`src/rtl/vend_pkg.sv`:
```
// Shared types and constants for the vending transaction controller.
package vend_pkg;

  typedef enum logic [1:0] {
    IDLE      = 2'd0,
    VEND_WAIT = 2'd1,
    CHANGE    = 2'd2
  } vend_state_t;

  localparam int CREDIT_W = 12;
  localparam int N_PROD   = 4;
  localparam int COIN_25  = 25;
  localparam int COIN_100 = 100;

endpackage

```
`src/rtl/vend_edge_detect.sv`:
```
// Rising-edge detector; history resets to 1 so levels held through reset never fire.
module vend_edge_detect (
  input  logic       clk,
  input  logic       rst,
  input  logic [3:0] din,
  output logic [3:0] rise
);

  logic [3:0] hist;

  always_ff @(posedge clk) begin
    if (rst) hist <= '1;
    else     hist <= din;
  end

  assign rise = din & ~hist;

endmodule

```
`src/rtl/vend_txn_controller.sv`:
```
// Vending transaction sequencer: coin/buy handling, credit ownership, vend handshake, change return.
// state     | meaning
// IDLE      | accept coins, buy and refund; idle timer runs while credit > 0
// VEND_WAIT | vend_req held, waiting for vend_ack or timeout
// CHANGE    | paying out credit as spaced 100c/25c pulses
module vend_txn_controller
  import vend_pkg::*;
#(
  parameter int PRICE0       = 25,
  parameter int PRICE1       = 75,
  parameter int PRICE2       = 150,
  parameter int PRICE3       = 200,
  parameter int MAX_CREDIT   = 1000,
  parameter int ACK_TIMEOUT  = 64,
  parameter int IDLE_TIMEOUT = 4096,
  parameter int CHANGE_GAP   = 4
) (
  input  logic                clk,
  input  logic                rst,
  input  logic                coin1,
  input  logic                coin2,
  input  logic [N_PROD-1:0]   select,
  input  logic                buy,
  input  logic                refund,
  input  logic [N_PROD-1:0]   stock_empty,
  input  logic                vend_ack,
  output logic                vend_req,
  output logic [N_PROD-1:0]   vend_sel,
  output logic                change25,
  output logic                change100,
  output logic [CREDIT_W-1:0] credit,
  output logic                coin_reject,
  output logic                err_funds,
  output logic                err_stock,
  output logic                err_select,
  output logic                fault,
  output logic                busy
);

  localparam int AW = $clog2(ACK_TIMEOUT + 1);
  localparam int IW = $clog2(IDLE_TIMEOUT + 1);
  localparam int GW = $clog2(CHANGE_GAP + 1);
  localparam logic [AW-1:0]       ACK_LOAD  = AW'(ACK_TIMEOUT - 1);
  localparam logic [IW-1:0]       IDLE_LOAD = IW'(IDLE_TIMEOUT - 1);
  localparam logic [GW-1:0]       GAP_LOAD  = GW'(CHANGE_GAP - 1);
  localparam logic [CREDIT_W-1:0] C25       = CREDIT_W'(COIN_25);
  localparam logic [CREDIT_W-1:0] C100      = CREDIT_W'(COIN_100);
  localparam logic [CREDIT_W-1:0] LIM25     = CREDIT_W'(MAX_CREDIT - COIN_25);
  localparam logic [CREDIT_W-1:0] LIM100    = CREDIT_W'(MAX_CREDIT - COIN_100);

  vend_state_t         state, state_nxt;
  logic [CREDIT_W-1:0] credit_r, credit_nxt, credit_coin, vend_price, price_nxt, price;
  logic [N_PROD-1:0]   sel_r, sel_nxt;
  logic [AW-1:0]       ack_cnt, ack_cnt_nxt;
  logic [IW-1:0]       idle_cnt, idle_cnt_nxt;
  logic [GW-1:0]       gap_cnt, gap_cnt_nxt;
  logic [3:0]          rise;
  logic                any_edge, sel_onehot;
  logic                rej_r, funds_r, stock_r, selerr_r, fault_r, c25_r, c100_r;
  logic                rej_nxt, funds_nxt, stock_nxt, selerr_nxt, fault_nxt, c25_nxt, c100_nxt;

  vend_edge_detect u_edge (
    .clk  (clk),
    .rst  (rst),
    .din  ({refund, buy, coin2, coin1}),
    .rise (rise)
  );

  assign any_edge   = |rise;
  assign sel_onehot = (select != '0) && ((select & (select - 1'b1)) == '0);

  always_comb begin
    price = '0;
    case (select)
      4'b0001: price = CREDIT_W'(PRICE0);
      4'b0010: price = CREDIT_W'(PRICE1);
      4'b0100: price = CREDIT_W'(PRICE2);
      4'b1000: price = CREDIT_W'(PRICE3);
      default: price = '0;
    endcase
  end

  always_ff @(posedge clk) begin
    if (rst) begin
      state      <= IDLE;
      credit_r   <= '0;
      vend_price <= '0;
      sel_r      <= '0;
      ack_cnt    <= '0;
      idle_cnt   <= '0;
      gap_cnt    <= '0;
      rej_r      <= 1'b0;
      funds_r    <= 1'b0;
      stock_r    <= 1'b0;
      selerr_r   <= 1'b0;
      fault_r    <= 1'b0;
      c25_r      <= 1'b0;
      c100_r     <= 1'b0;
    end else begin
      state      <= state_nxt;
      credit_r   <= credit_nxt;
      vend_price <= price_nxt;
      sel_r      <= sel_nxt;
      ack_cnt    <= ack_cnt_nxt;
      idle_cnt   <= idle_cnt_nxt;
      gap_cnt    <= gap_cnt_nxt;
      rej_r      <= rej_nxt;
      funds_r    <= funds_nxt;
      stock_r    <= stock_nxt;
      selerr_r   <= selerr_nxt;
      fault_r    <= fault_nxt;
      c25_r      <= c25_nxt;
      c100_r     <= c100_nxt;
    end
  end

  always_comb begin
    state_nxt    = state;
    credit_nxt   = credit_r;
    credit_coin  = credit_r;
    price_nxt    = vend_price;
    sel_nxt      = sel_r;
    ack_cnt_nxt  = ack_cnt;
    idle_cnt_nxt = IDLE_LOAD;
    gap_cnt_nxt  = gap_cnt;
    rej_nxt      = 1'b0;
    funds_nxt    = 1'b0;
    stock_nxt    = 1'b0;
    selerr_nxt   = 1'b0;
    fault_nxt    = 1'b0;
    c25_nxt      = 1'b0;
    c100_nxt     = 1'b0;
    case (state)
      IDLE: begin
        // coin2 is judged against credit already including a same-cycle coin1
        if (rise[0]) begin
          if (credit_coin <= LIM25) credit_coin = credit_coin + C25;
          else                      rej_nxt = 1'b1;
        end
        if (rise[1]) begin
          if (credit_coin <= LIM100) credit_coin = credit_coin + C100;
          else                       rej_nxt = 1'b1;
        end
        credit_nxt = credit_coin;
        if (rise[2]) begin
          if (!sel_onehot)                   selerr_nxt = 1'b1;
          else if (credit_coin < price)      funds_nxt  = 1'b1;
          else if ((stock_empty & select) != '0) stock_nxt = 1'b1;
          else begin
            credit_nxt  = credit_coin - price;
            price_nxt   = price;
            sel_nxt     = select;
            ack_cnt_nxt = ACK_LOAD;
            state_nxt   = VEND_WAIT;
          end
        end else if (rise[3] && credit_coin != '0) begin
          gap_cnt_nxt = '0;
          state_nxt   = CHANGE;
        end else if (!any_edge && credit_r != '0) begin
          if (idle_cnt == '0) begin
            gap_cnt_nxt = '0;
            state_nxt   = CHANGE;
          end else begin
            idle_cnt_nxt = idle_cnt - 1'b1;
          end
        end
      end
      VEND_WAIT: begin
        rej_nxt = rise[0] | rise[1];
        if (vend_ack) begin
          sel_nxt     = '0;
          gap_cnt_nxt = '0;
          state_nxt   = (credit_r != '0) ? CHANGE : IDLE;
        end else if (ack_cnt == '0) begin
          credit_nxt = credit_r + vend_price;
          sel_nxt    = '0;
          fault_nxt  = 1'b1;
          state_nxt  = IDLE;
        end else begin
          ack_cnt_nxt = ack_cnt - 1'b1;
        end
      end
      CHANGE: begin
        rej_nxt = rise[0] | rise[1];
        if (gap_cnt != '0) begin
          gap_cnt_nxt = gap_cnt - 1'b1;
        end else if (credit_r >= C100) begin
          c100_nxt    = 1'b1;
          credit_nxt  = credit_r - C100;
          gap_cnt_nxt = GAP_LOAD;
        end else if (credit_r >= C25) begin
          c25_nxt     = 1'b1;
          credit_nxt  = credit_r - C25;
          gap_cnt_nxt = GAP_LOAD;
        end
        if (credit_nxt == '0) state_nxt = IDLE;
      end
      default: state_nxt = IDLE;
    endcase
  end

  always_comb begin
    vend_req    = (state == VEND_WAIT);
    vend_sel    = vend_req ? sel_r : '0;
    busy        = (state != IDLE);
    credit      = credit_r;
    coin_reject = rej_r;
    err_funds   = funds_r;
    err_stock   = stock_r;
    err_select  = selerr_r;
    fault       = fault_r;
    change25    = c25_r;
    change100   = c100_r;
  end

endmodule

```
`config.mk`:
```
export PLATFORM = sky130hd
export DESIGN_NAME = vend_txn_controller
export DESIGN_NICKNAME = d
export VERILOG_FILES = /design/src/rtl/vend_pkg.sv /design/src/rtl/vend_edge_detect.sv /design/src/rtl/vend_txn_controller.sv
export SDC_FILE = /design/constraint.sdc
export NUM_CORES = 1
export LEC_CHECK = 0
export ABC_AREA = 1
export ABC_CLOCK_PERIOD_IN_PS = 5500
export BUFFER_PORTS_ARGS = -buffer_cell sky130_fd_sc_hd__buf_4
export CORE_MARGIN = 10
export CORE_UTILIZATION = 40
export DETAILED_ROUTE_END_ITERATION = 8
export PLACE_DENSITY = 0.62
export SETUP_SLACK_MARGIN = 0.4
export SYNTH_ARGS = -nofsm -noshare
export SYNTH_HDL_FRONTEND = slang
export SYNTH_SLANG_ARGS = --single-unit
```
`constraint.sdc`:
```
create_clock -name clk -period 5.5 [get_ports clk]
set_clock_uncertainty 0.05 [all_clocks]
set_input_delay 1.1 -clock clk [delete_from_list [all_inputs] [get_ports clk]]
set_output_delay 1.1 -clock clk [all_outputs]
set_load 0.1 [all_outputs]
```
== After elaboration in Yosys (flattened, before gate mapping) ==
Cells that the tools add are included.
Word-level totals
  register bits: 64
  bits in latches: 0
  bits in writable memories: 0
  memory bits (read-only): 0
  input bits: 15
  output and inout port bits: 25
  word-level logic and storage cells: 171
  memories: 0
Operators by class
  $add $sub $neg: 10
  multipliers: 0
  divide/modulo/power cells: 0
  $lt $le $gt $ge: 5
  equality and inequality tests: 25
  shifts and indexed selects: 0
  muxes and demuxes: 70
  bitwise gates (word level): 13
  reductions and logical operators: 32
Operators by type and width (number)
  12-bit 2-to-1 mux: 21
  7-bit 2-to-1 mux: 6
  12-bit case mux with 3 select lines: 1
  8-bit case mux with 4 select lines: 1
  4-bit 2-to-1 mux: 7
  12-bit by 10-bit less-or-equal comparator with 1-bit output, second input constant: 2
  3-bit 2-to-1 mux: 8
  12-bit nonzero test: 2
  2-bit 2-to-1 mux: 11
  2-bit != test, second input constant: 9
  3-bit != test, second input constant: 5
  7-bit case mux with 2 select lines: 1
  7-bit AND reduction: 2
  13-bit logical NOT: 1
  13-bit by 1-bit subtractor with 13-bit output, second input constant: 1
  12-bit adder: 1
  12-bit by 5-bit adder with 12-bit output, second input constant: 1
  12-bit by 7-bit adder with 12-bit output, second input constant: 1
  4-bit bitwise AND: 3
  12-bit by 5-bit >= comparator with 1-bit output, second input constant: 1
  12-bit by 7-bit >= comparator with 1-bit output, second input constant: 1
  12-bit logical NOT: 1
  12-bit < comparator: 1
  4-bit != test, second input constant: 3
  other kinds (38): 64

== Logic depth before layout (Yosys ltp) ==
  depth after elaboration: 14
  gate-level depth with buffers: 31

== Cells and area by module ==
A second synthesis with hierarchy kept.
Second synthesis, totals
  cells, all modules: 811
  area total of the unflattened synthesis: 5123.7 sq um
Modules (own cells, without submodules)
  vend_txn_controller: instances 1, cells each 794, area each 4984.8 sq um, sequential area each 1101.1 sq um
  vend_edge_detect: instances 1, cells each 17, area each 138.9 sq um, sequential area each 80.1 sq um

== Worst setup path after synthesis ==
Ideal clock, no wire load.
  path kind: reg-to-reg
  start: reg credit_r[9], in the netlist credit[9]
  end: reg vend_price[4]
  library setup time: 0.124 ns
  arrival: 4.475 ns
  setup slack: 0.851 ns
  stages on the path, launching flop included: 30
  buffers on the path: 2
  cell sequence: dfxtp_1 > buf_2 > nand2_2 > nor2_4 > nand2_4 > nand3_4 > o21ai_0 > nand2_1 > inv_1 > ha_1 > nand3_1 > nand2_1 > nand3_1 > nand2_2 > nand3_4 > inv_2 > o21ai_0 > ha_1 > a21oi_1 > and2_1 > inv_1 > a21oi_1 > nand3_2 > a21oi_2 > nand2_4 > nand2_4 > nor2_2 > buf_2 > o21ai_0 > a21oi_1
Between the ends
  word-level cells in the longest chain between the ends: 11
RTL lines
  start, declared: line vend_txn_controller.sv:52  | logic [CREDIT_W-1:0] credit_r, credit_nxt, credit_coin, vend_price, price_nxt, price;
  start signal, assigned: line vend_txn_controller.sv:101  | credit_r <= credit_nxt;
  12-bit by 5-bit adder with 12-bit output or 12-bit by 10-bit less-or-equal comparator with 1-bit output (tied branches): line vend_txn_controller.sv:137  | if (credit_coin <= LIM25) credit_coin = credit_coin + C25;
  12-bit 2-to-1 mux: line vend_txn_controller.sv:137
  12-bit 2-to-1 mux (*): line vend_txn_controller.sv:136  | if (rise[0]) begin
  12-bit 2-to-1 mux (*): line vend_txn_controller.sv:133  | case (state)
  12-bit by 7-bit adder with 12-bit output or 12-bit by 10-bit less-or-equal comparator with 1-bit output (tied branches): line vend_txn_controller.sv:141  | if (credit_coin <= LIM100) credit_coin = credit_coin + C100;
  12-bit 2-to-1 mux: line vend_txn_controller.sv:141
  12-bit 2-to-1 mux (*): line vend_txn_controller.sv:140  | if (rise[1]) begin
  12-bit 2-to-1 mux (*): line vend_txn_controller.sv:133
  12-bit < comparator (*): line vend_txn_controller.sv:147  | else if (credit_coin < price) funds_nxt = 1'b1;
  1-bit NOT (no line) (*)
  5-bit AND reduction (no line) (*)
  end signal, assigned: line vend_txn_controller.sv:102  | vend_price <= price_nxt;
  end, declared: line vend_txn_controller.sv:52
Every way passes the cells marked *; elsewhere a longest branch is shown, timed or not. The select of a mux whose other input is x is not followed.
A chain may end at the register's enable or synchronous reset.

== Worst setup path after layout ==
  start: in coin1
  end: reg ack_cnt[0]
Between the ends
  word-level cells in the longest chain between the ends: 10
RTL lines
  start, declared: line vend_txn_controller.sv:20  | input logic coin1,
  4-bit bitwise AND (*): line vend_edge_detect.sv:16  | assign rise = din & ~hist;
  12-bit 2-to-1 mux (*): line vend_txn_controller.sv:136
  12-bit 2-to-1 mux (*): line vend_txn_controller.sv:133
  12-bit by 7-bit adder with 12-bit output or 12-bit by 10-bit less-or-equal comparator with 1-bit output (tied branches): line vend_txn_controller.sv:141
  12-bit 2-to-1 mux: line vend_txn_controller.sv:141
  12-bit 2-to-1 mux (*): line vend_txn_controller.sv:140
  12-bit 2-to-1 mux (*): line vend_txn_controller.sv:133
  12-bit < comparator (*): line vend_txn_controller.sv:147
  2-bit != test (no line) (*)
  7-bit AND reduction (no line) (*)
  end signal, assigned: line vend_txn_controller.sv:104  | ack_cnt <= ack_cnt_nxt;
  end, declared: line vend_txn_controller.sv:54  | logic [AW-1:0] ack_cnt, ack_cnt_nxt;
Marked as above.

==> reports/qor.yml <==
global_route:
  grt-ovfl-total: 0
  grt_first_pass_wirelength_um: 24700
  antenna_found_initial: 0
  grt_pass1_vias: 4806
  grt_max_degree: 30
  groute.usage.overall_pct: 16.9
logic_synthesis:
  synth.cell_area_um2: 5110
  synth_area_leader_cell: "dfxtp_1"
  ys_types: 49
  syn_avg_cell_area_um2: 6.49
  ys.warnings.count: 0
  yosysSeqAreaShare_pct: 23.1
  synth_edf_count: 0
  syn_nets: 839
  synth_common_cells: "171 x nand2_1, 105 x inv_1, 70 x a21oi_1, 65 x nor2_1, 59 x dfxtp_1"
  synth_top_area_share_pct: 23.1
  yosysMostFrequentCell: "nand2_1"
  netlist_instances: 787
  synthTopCellsByArea: "dfxtp_1 23%, nand2_1 13%, ha_1 8.6%, inv_1 7.7%, a21oi_1 6.9%"
  ys_async_sr_fraction_pct: 0
  ys.flop_type: "dfxtp_1"
  synth_seq_cells: 59
power_and_ir_drop:
  power.leakage_nw: 2.87
  power_mw: 3.90
  powerDensity_nw_per_um2: 657
  peakVddDrop_mv: 0.275
setup_path:
  crit_path_top_delay_cell: "ha_1"
  path_max_fanout: 9
  slowest_delay_ps: 340
  crit_buf_inv: 6
  critPathKind: "in2reg"
  cp_data_required_time_ps: 5650
  r2r_cells: 29
  end_kind: "flop"
  regToRegStartpoint: "credit[6]$_SDFFE_PP0P_"
  reg2reg_to: "ack_cnt[0]$_SDFFE_PP0P_"
  ff2ff_setup_slack_ps: 980
  critPathTopFamily: "simple AND/OR/NAND/NOR gates"
  cp.arrival_ps: 4760
  startpoint_type: "primary input"
  cp-startpoint: "coin1"
layout:
  finalCoreUtilization_pct: 47.3
  num_antenna_cells: 0
  final.fill_count: 1302
  syn_to_final_growth_pct: 16.3
  stdcell_area_um2: 5940
  nets: 880
  drive_gt1_share_pct: 14.4
timing:
  setup_tns_ps: 0
  period_minus_slack_ps: 4610
  rsz0062_at_grt: "no"
  hold_viol: 0
  fin_crit_sh_pct: 83.8
  max_slew.worst_pin.slew_ps: 996
  setup_viol: 0
  fmax_mhz: 217
  final-max-slew-violation-count: 0
  relSlewSlack_pct: 33.0
route:
  antenna_left: 0
  routedWlPerCell_um: 15.3
  first_iter_violations: 473
  vias: 5214
  viasPerCell: 5.19
  firstDrtPassIters: 5
  routed_wl_um: 15400
  drc: 0
die:
  dieHeight_um: 133
  initial_core_util_pct: 40.6
  io_pins: 40
  dieArea_um2: 17700
  die_w_um: 133
  core_area_um2: 12600
  num_rows: 41
clock_tree:
  cts_tree: "done"
  clk_pin_slew_ps: 60
  clk_latency_ps: 330
  hold_buffers: 0
  htree_levels: 3
  cts_sinks: 59
  numCtsBuffers: 9
  clockRootBuffer: "clkbuf_16"
  clockBufferDepth: 2
placed_design:
  dp_hpwl_um: 11800
  io_buffer_count: 39
  dpl_cell_area_um2: 5530
  gp_congestion: 0.937
flow_run:
  maxCapViolations: 0
min_path:
  holdCritStartpoint: "idle_cnt[0]$_SDFF_PP0_"
  min_path_cells: 1
  hp-class: "reg2reg"
  hold-path-endpoint: "idle_cnt[0]$_SDFF_PP0_"
run_status:
  status: "finished, final reports clean"
## sequential cells by signal (all words and copies together) (netlist names), 2 cells and up
name / flops
gap_cnt: 3
u_edge.hist: 4
sel_r: 4
vend_price: 7
ack_cnt: 7
idle_cnt: 13
credit: 12
state: 2
## cell families after synthesis
family,after synthesis,synth area share (%)
simple gates,378,35.0
compound gates,149,16.7
buf+inv,136,11.0
flops,59,23.1
fa+ha+maj,37,9.36
xor+xnor,28,4.80
## power breakdown
part	leakage (nW)	total (mW)	internal [mW]	switching (mW)
sequential	0.484	0.648	0.524	0.124
clock	0.173	0.668	0.455	0.213
combinational	2.22	2.59	0.801	1.79
total	2.87	3.90	1.78	2.12
## cell usage in the layout (no fill, tap or decap), drive strengths merged, types with 2 or more instances in the layout
cell type and instances:
nand2 186, inv 110, nor2 78, a21oi 73, dfxtp 59, nand3 59, buf 52, o21ai 40
ha 35, xor2 23, nand4 18, nor3 17, clkbuf 10, a31oi 7, nor4 7, o211ai 7
clkinv 7, or2 6, o22ai 5, xnor2 5, and2 3, bufinv 3, a22o 2, o2111ai 2
o31ai 2, o21bai 2, nand3b 2, a211oi 2, fa 2, a21boi 2
## stage by stage
| step | std cells | hold WS (ps) | setup slack (ps) |
|---|---|---|---|
| finish | 1005 | 392 | 893 |
| global route | 1005 | 403 | 463 |
| CTS | 998 | 391 | 599 |
| detailed placement | 982 | 377 | 259 |
| global placement | 982 | 374 | 452 |
| floorplan | 787 | 362 | 851 |
## final cells by class
class	instances	area, um^2	share of cell area, %
clock buffer	10	239	4.02
clock inverter	6	113	1.89
inverter	114	433	7.28
multi-input combinational	592	3370	56.7
sequential	59	1180	19.9
tap	172	215	3.62
timing repair buffer	52	390	6.57
## metal layers
| metal | track usage, % | vias up | part of all wire, % |
|---|---|---|---|
| met2 | 28.1 | 151 | 47 |
| met1 | 22.1 | 2368 | 46 |
| met4 | 4.16 | 0 | 1.4 |
| met3 | 2.80 | 18 | 5.6 |
| met5 | 0 | - | 0 |
| li1 | - | 2677 | - |
## repair_timing
item	in CTS	in global routing
setup endpoints to repair	0	31
buffers inserted	0	7
endpoints found under the hold margin	0	0
gates resized for setup	0	2
## how the worst max path moves through the flow
stage / slack (ps) / end / cells after the start
2_1_floorplan: 850 / vend_price[4]$_SDFFE_PP0P_ / 29
3_3_place_gp: 450 / ack_cnt[0]$_SDFFE_PP0P_ / 30
3_5_place_dp: 260 / ack_cnt[0]$_SDFFE_PP0P_ / 28
4_1_cts: 600 / ack_cnt[0]$_SDFFE_PP0P_ / 28
5_1_grt: 460 / ack_cnt[0]$_SDFFE_PP0P_ / 30
6_report: 890 / ack_cnt[0]$_SDFFE_PP0P_ / 30
No activity file was read; power rests on OpenSTA's default activity.
